==> config.mk <==
export PLATFORM = sky130hd
export DESIGN_NAME = fir_control_unit_flat
export DESIGN_NICKNAME = d
export VERILOG_FILES = /design/src/rtl/fir_control_unit_pkg.sv /design/src/rtl/fir_control_unit_if.sv /design/src/rtl/fir_control_unit_tap_index_counter.sv /design/src/rtl/fir_control_unit.sv /design/src/flat_wrapper.sv
export SDC_FILE = /design/constraint.sdc
export NUM_CORES = 1
export LEC_CHECK = 0
export CORE_MARGIN = 1
export CORE_UTILIZATION = 52
export CTS_BUF_LIST = sky130_fd_sc_hd__clkbuf_4
export CTS_CLUSTER_SIZE = 28
export DETAILED_ROUTE_END_ITERATION = 6
export PLACE_DENSITY = 0.89
export SETUP_SLACK_MARGIN = 0.15
export SLEW_MARGIN = 20
export SYNTH_ARGS = -nofsm -noshare
export SYNTH_HDL_FRONTEND = slang
export SYNTH_SLANG_ARGS = --single-unit
export TNS_END_PERCENT = 30
==> constraint.sdc <==
create_clock -name clk -period 2.8 [get_ports clk]
set_input_delay 0.42 -clock clk [delete_from_list [all_inputs] [get_ports clk]]
set_output_delay 0.42 -clock clk [all_outputs]
set_load 0.005 [all_outputs]
==> src/rtl/fir_control_unit_pkg.sv <==
// Shared types and register-file map for the 4-tap FIR sequencer.
package fir_ctrl_pkg;

  typedef enum logic [2:0] {
    OP_NOP   = 3'd0,
    OP_COPY  = 3'd1,
    OP_LOAD  = 3'd2,
    OP_CLEAR = 3'd3,
    OP_ADD   = 3'd4,
    OP_SUB   = 3'd5,
    OP_MUL   = 3'd6
  } op_t;

  // LOADC and LOADC_E decode identically; the split only remembers where to return.
  typedef enum logic [4:0] {
    S_IDLE, S_EIDLE,
    S_SHIFT3, S_SHIFT2, S_SHIFT1, S_LOADS, S_ZERO,
    S_MUL0, S_ADD0, S_MUL1, S_ADD1, S_MUL2, S_ADD2, S_MUL3, S_ADD3,
    S_LOADC, S_LOADC_E
  } state_t;

  localparam logic [3:0] ACC       = 4'd0;
  localparam logic [3:0] SAMP_BASE = 4'd1;
  localparam logic [3:0] COEF_BASE = 4'd5;
  localparam logic [3:0] TEMP      = 4'd9;

  function automatic logic [3:0] samp_reg(input logic [1:0] k);
    return SAMP_BASE + {2'b00, k};
  endfunction

  function automatic logic [3:0] coef_reg(input logic [1:0] k);
    return COEF_BASE + {2'b00, k};
  endfunction

endpackage

==> src/rtl/fir_control_unit_if.sv <==
// Host request / datapath control bundle between the FIR sequencer and its neighbours.
interface fir_control_unit_if;
    logic       data_ready;
    logic       lc;
    logic       overflow;
    logic       cnt_up;
    logic       modwait;
    logic       err;
    logic [2:0] op;
    logic [3:0] src1;
    logic [3:0] src2;
    logic [3:0] dest;

    modport master (
        output data_ready, lc, overflow,
        input  cnt_up, modwait, err, op, src1, src2, dest
    );

    modport slave (
        input  data_ready, lc, overflow,
        output cnt_up, modwait, err, op, src1, src2, dest
    );
endinterface

==> src/rtl/fir_control_unit_tap_index_counter.sv <==
// Wrapping coefficient-slot counter with synchronous active-low reset and enable.
module tap_index_counter #(
    parameter logic [1:0] LAST = 2'd3
) (
    input  logic       clk,
    input  logic       n_reset,
    input  logic       en,
    output logic [1:0] count
);

    // NOTE: state is assigned with <= so every flop samples pre-edge values.
    always_ff @(posedge clk) begin
        if (!n_reset) begin
            count <= 2'd0;
        end else if (en) begin
            count <= (count == LAST) ? 2'd0 : count + 2'd1;
        end
    end

endmodule

==> src/rtl/fir_control_unit.sv <==
// Moore sequencer issuing per-cycle opcodes and register selects to the FIR datapath.
module fir_control_unit
    import fir_ctrl_pkg::*;
#(
    parameter int NUM_TAPS = 4
) (
    input logic               clk,
    input logic               n_reset,
    fir_control_unit_if.slave bus
);

    localparam logic [1:0] LAST_TAP = 2'(NUM_TAPS - 1);

    state_t     state, state_next;
    logic [1:0] idx;
    op_t        op;

    tap_index_counter #(.LAST(LAST_TAP)) u_idx (
        .clk     (clk),
        .n_reset (n_reset),
        .en      (state == S_LOADC || state == S_LOADC_E),
        .count   (idx)
    );

    always_ff @(posedge clk) begin
        if (!n_reset) state <= S_IDLE;
        else          state <= state_next;
    end

    // NOTE: every always_comb output gets a default first so no path infers a latch.
    always_comb begin
        state_next = state;
        case (state)
            S_IDLE:    if (bus.data_ready) state_next = S_SHIFT3;
                       else if (bus.lc)    state_next = S_LOADC;
            S_EIDLE:   if (bus.data_ready) state_next = S_SHIFT3;
                       else if (bus.lc)    state_next = S_LOADC_E;
            S_SHIFT3:  state_next = S_SHIFT2;
            S_SHIFT2:  state_next = S_SHIFT1;
            S_SHIFT1:  state_next = S_LOADS;
            S_LOADS:   state_next = S_ZERO;
            S_ZERO:    state_next = S_MUL0;
            S_MUL0:    state_next = S_ADD0;
            S_ADD0:    state_next = bus.overflow ? S_EIDLE : S_MUL1;
            S_MUL1:    state_next = S_ADD1;
            S_ADD1:    state_next = bus.overflow ? S_EIDLE : S_MUL2;
            S_MUL2:    state_next = S_ADD2;
            S_ADD2:    state_next = bus.overflow ? S_EIDLE : S_MUL3;
            S_MUL3:    state_next = S_ADD3;
            S_ADD3:    state_next = bus.overflow ? S_EIDLE : S_IDLE;
            S_LOADC:   state_next = S_IDLE;
            S_LOADC_E: state_next = S_EIDLE;
            default:   state_next = S_IDLE;
        endcase
    end

    always_comb begin
        op          = OP_NOP;
        bus.src1    = ACC;
        bus.src2    = ACC;
        bus.dest    = ACC;
        bus.cnt_up  = 1'b0;
        bus.modwait = 1'b1;
        bus.err     = 1'b0;
        case (state)
            S_IDLE:   bus.modwait = 1'b0;
            S_EIDLE:  begin bus.modwait = 1'b0; bus.err = 1'b1; end
            S_SHIFT3: begin op = OP_COPY; bus.src1 = samp_reg(2'd2); bus.dest = samp_reg(2'd3); end
            S_SHIFT2: begin op = OP_COPY; bus.src1 = samp_reg(2'd1); bus.dest = samp_reg(2'd2); end
            S_SHIFT1: begin op = OP_COPY; bus.src1 = samp_reg(2'd0); bus.dest = samp_reg(2'd1); end
            S_LOADS:  begin op = OP_LOAD; bus.dest = SAMP_BASE; bus.cnt_up = 1'b1; end
            S_ZERO:   op = OP_CLEAR;
            S_MUL0:   begin op = OP_MUL; bus.src1 = samp_reg(2'd0); bus.src2 = coef_reg(2'd0); bus.dest = TEMP; end
            S_MUL1:   begin op = OP_MUL; bus.src1 = samp_reg(2'd1); bus.src2 = coef_reg(2'd1); bus.dest = TEMP; end
            S_MUL2:   begin op = OP_MUL; bus.src1 = samp_reg(2'd2); bus.src2 = coef_reg(2'd2); bus.dest = TEMP; end
            S_MUL3:   begin op = OP_MUL; bus.src1 = samp_reg(2'd3); bus.src2 = coef_reg(2'd3); bus.dest = TEMP; end
            S_ADD0, S_ADD1, S_ADD2, S_ADD3:
                      begin op = OP_ADD; bus.src2 = TEMP; end
            S_LOADC, S_LOADC_E:
                      begin op = OP_LOAD; bus.dest = coef_reg(idx); end
            default:  bus.modwait = 1'b0;
        endcase
    end

    assign bus.op = op;

endmodule

==> src/flat_wrapper.sv <==
// flat-port wrapper written by rule: the top's interface ports become plain ports
module fir_control_unit_flat import fir_ctrl_pkg::*;
#(
    parameter int NUM_TAPS = 4
)
  (clk, n_reset, bus_data_ready, bus_lc, bus_overflow, bus_cnt_up, bus_modwait, bus_err, bus_op, bus_src1, bus_src2, bus_dest);
  fir_control_unit_if bus_i ();
  input logic clk;
  input logic n_reset;
  input wire logic [$bits(bus_i.data_ready)-1:0] bus_data_ready;
  input wire logic [$bits(bus_i.lc)-1:0] bus_lc;
  input wire logic [$bits(bus_i.overflow)-1:0] bus_overflow;
  output wire logic [$bits(bus_i.cnt_up)-1:0] bus_cnt_up;
  output wire logic [$bits(bus_i.modwait)-1:0] bus_modwait;
  output wire logic [$bits(bus_i.err)-1:0] bus_err;
  output wire logic [$bits(bus_i.op)-1:0] bus_op;
  output wire logic [$bits(bus_i.src1)-1:0] bus_src1;
  output wire logic [$bits(bus_i.src2)-1:0] bus_src2;
  output wire logic [$bits(bus_i.dest)-1:0] bus_dest;
  assign bus_i.data_ready = bus_data_ready;
  assign bus_i.lc = bus_lc;
  assign bus_i.overflow = bus_overflow;
  assign bus_cnt_up = bus_i.cnt_up;
  assign bus_modwait = bus_i.modwait;
  assign bus_err = bus_i.err;
  assign bus_op = bus_i.op;
  assign bus_src1 = bus_i.src1;
  assign bus_src2 = bus_i.src2;
  assign bus_dest = bus_i.dest;
  fir_control_unit #(.NUM_TAPS(NUM_TAPS)) u_core (.clk(clk), .n_reset(n_reset), .bus(bus_i));
endmodule
==> results.md <==
* Starting Density at 57.0%
* # setup viols final at 0
* Routability cong. at 0.970
* Cts hold-fix bufs at 0
* First-pass GRT wire length at 3020 µm
* Crit path kind: reg2out
* Final Max Slew Viols at 0
* Wire length per cell at 14.7 µm
* Post-route ant nets at 0
* Fin crit share at 95.0%
* Grt total ovfl at 0
* Cells after synthesis at 113
* Die Height at 40.3 µm
* Antenna violations before repair at 0
* IO buf count at 21
* Area delta synth->final at 28.9%
* Rows at 13
* Avg Inst Size Synth at 6.73 µm²
* Pleak at 0.000361 µW
* Synth unique cells at 42
* CTS max path bufs at 2
* Setup_tns at 0 ns
* Post-CTS setup repair buffer count at 0
* Die W at 40.3 µm
* Unrepaired setup endpoints after global routing: true
* Area of the mapped netlist at 761 µm²
* Worst-path clk slew at 0.06 ns
* Worst skew pair latency at 0.25 ns
* CTS sink cnt at 7
* Slew HR at 60.1%
* Vias post-DR at 880
* Pwr per Cell Area at 1010 mW/mm²
* Seq/Total Area, Yosys at 18.4%
* Peak supply drop at 504 µV
* Final hold vios at 0
* Number of inserted diodes at 0
* H-tree Lvls at 1
* Worst-margin pin slew at 0.598 ns
* Drt first pass iters at 5
* Iteration-0 DRC Markers at 31
* Vias per inst at 6.11
* Drt total wl at 2110 µm
* R2R depth at 4
* Fmax at 0.376 GHz
* Pin count of the biggest net entering global routing at 21
* Minimum clock period at 2.66 ns
* IO Count at 23
* CP Launch Type: flip-flop
* Root Driver: clkbuf_4
* Placed Area at 951 µm²
* Core area at 0.00133 mm²
* Final instance area at 981 µm²
* Crit Path Max Fanout at 20
* Clock Skew at 0.00157 ns
* Die area at 0.00162 mm²
* GRT Total Usage at 27.8%
* Worst Path Arrival at 2.24 ns
* Status: finished, final reports clean
* Flop and latch count out of synthesis at 7
* Vias in the first global route at 677
* Final nets at 136
* Mapped Nets at 119
* Share of cells above drive strength 1 at 7.75%
* Layout Cells excl Fill at 144
* Placed cell count at 140
* Worst setup EP type: primary output
* CTS Buf Count at 3
* # resized after CTS at 0
* Required time of the critical path at 2.38 ns
* Yosys warns at 0
* CTS tree: built
* Hold depth at 2
* Hold Crit Class: reg2reg
* Max-cap violations at 0
* DRC Markers at 0
* DP HPWL at 1510 µm
through the flow:
step / setup slack [ns] / total power (µW) / hold slack [ns] / util [%]
2_1_floorplan: 1.18 / 596 / 0.442 / -
3_3_place_gp: 0.517 / 861 / 0.459 / 71.3
3_5_place_dp: 0.480 / 874 / 0.459 / 71.3
4_1_cts: 0.180 / 983 / 0.473 / 73.5
5_1_grt: 0.0482 / 1060 / 0.515 / 73.5
6_report: 0.140 / 993 / 0.471 / 73.5
sequential cells by signal (all words and copies together) (netlist names):
name	flops
u_core.state	5
u_core.u_idx.count	2
power breakdown:
| group | leakage, µW | switching [µW] | internal [µW] |
|---|---|---|---|
| Sequential | 0.0000573 | 113 | 126 |
| Clock | 0.0000184 | 40.2 | 64.3 |
| Combinational | 0.000285 | 271 | 378 |
| Total | 0.000361 | 424 | 568 |
area by class of cell:
| cell class | instances | area, µm² |
|---|---|---|
| multi-input combinational | 89 | 544 |
| sequential | 7 | 140 |
| fill | 103 | 353 |
| inverter | 6 | 22.5 |
| tap | 15 | 18.8 |
| clock buffer | 4 | 30.0 |
| timing repair buffer | 23 | 225 |
worst paths after layout:
path,start,to,slack [ns]
hold reg to reg,u_core.u_idx.count[1],u_core.u_idx.count[1],0.47
hold / removal,u_core.u_idx.count[1],u_core.u_idx.count[1],0.47
setup reg to reg,u_core.state[3],u_core.state[0],1.06
setup / recovery,u_core.state[2],bus_dest[1],0.14
synthesized netlist by cell type, drive strengths merged:
master | number | area (µm²)
nand2 | 13 | 48.8
nand2b | 9 | 56.3
o21ai | 8 | 40.0
a21oi | 7 | 35.0
clkbuf | 7 | 26.3
dfxtp | 7 | 140
nor2 | 7 | 26.3
inv | 6 | 22.5
nor3 | 5 | 25.0
buf | 4 | 27.5
a31oi | 3 | 18.8
mux2i | 3 | 30.0
nor2b | 3 | 18.8
a211oi | 2 | 15.0
a2bb2oi | 2 | 17.5
nand4 | 2 | 12.5
nor4 | 2 | 12.5
o22ai | 2 | 12.5
or4 | 2 | 18.8
a211o | 1 | 8.76
and2 | 1 | 6.26
and2b | 1 | 7.51
and3 | 1 | 6.26
and4b | 1 | 10.0
conb | 1 | 3.75
ha | 1 | 12.5
mux2 | 1 | 11.3
nand3 | 1 | 5.00
nand3b | 1 | 7.51
o2111ai | 1 | 8.76
o21a | 1 | 7.51
o21ba | 1 | 10.0
o2bb2a | 1 | 10.0
o2bb2ai | 1 | 8.76
o311ai | 1 | 8.76
o32ai | 1 | 8.76
or3 | 1 | 6.26
or3b | 1 | 8.76
worst max-delay path, stage by stage (launching register included):
cell and delay [ns]:
dfxtp_1 0.49, nor3_1 0.55, a2bb2oi_1 0.24, o2bb2ai_1 0.20
clkdlybuf4s50_1 0.52
cell usage in the layout, fill, tap and decap left out, types with 2 or more instances in the layout:
cell type,n
nor3_1,5
mux2i_1,3
nor2b_1,3
nor2_1,7
inv_1,6
a211oi_1,2
clkdlybuf4s50_1,21
clkbuf_4,4
a31oi_1,3
o21ai_0,8
nor4_1,2
nand4_1,2
nand2_1,13
buf_4,2
dfxtp_1,7
nand2b_1,9
a21oi_1,7
a2bb2oi_1,2
o22ai_1,2
logic make-up (layout without fill, tap and decap cells):
| kind of cell | Yosys count | after routing | share of synthesized area (%) |
|---|---|---|---|
| buffers and inverters | 17 | 33 | 10.0 |
| multiplexers | 4 | 4 | 5.43 |
| adder cells (fa/ha/maj) | 1 | 1 | 1.64 |
| flip-flops | 7 | 7 | 18.4 |
| other | 1 | 1 | 0.493 |
| AND/OR/NAND/NOR | 51 | 51 | 36.4 |
| AO/OA/AOI/OAI | 32 | 32 | 27.6 |
routing by layer:
metal	GRT usage, %	wire (µm)
met1	39.1	982
met2	46.8	978
met3	1.67	135
met4	5.00	14
met5	0	0
No activity file was read; power rests on OpenSTA's default activity.
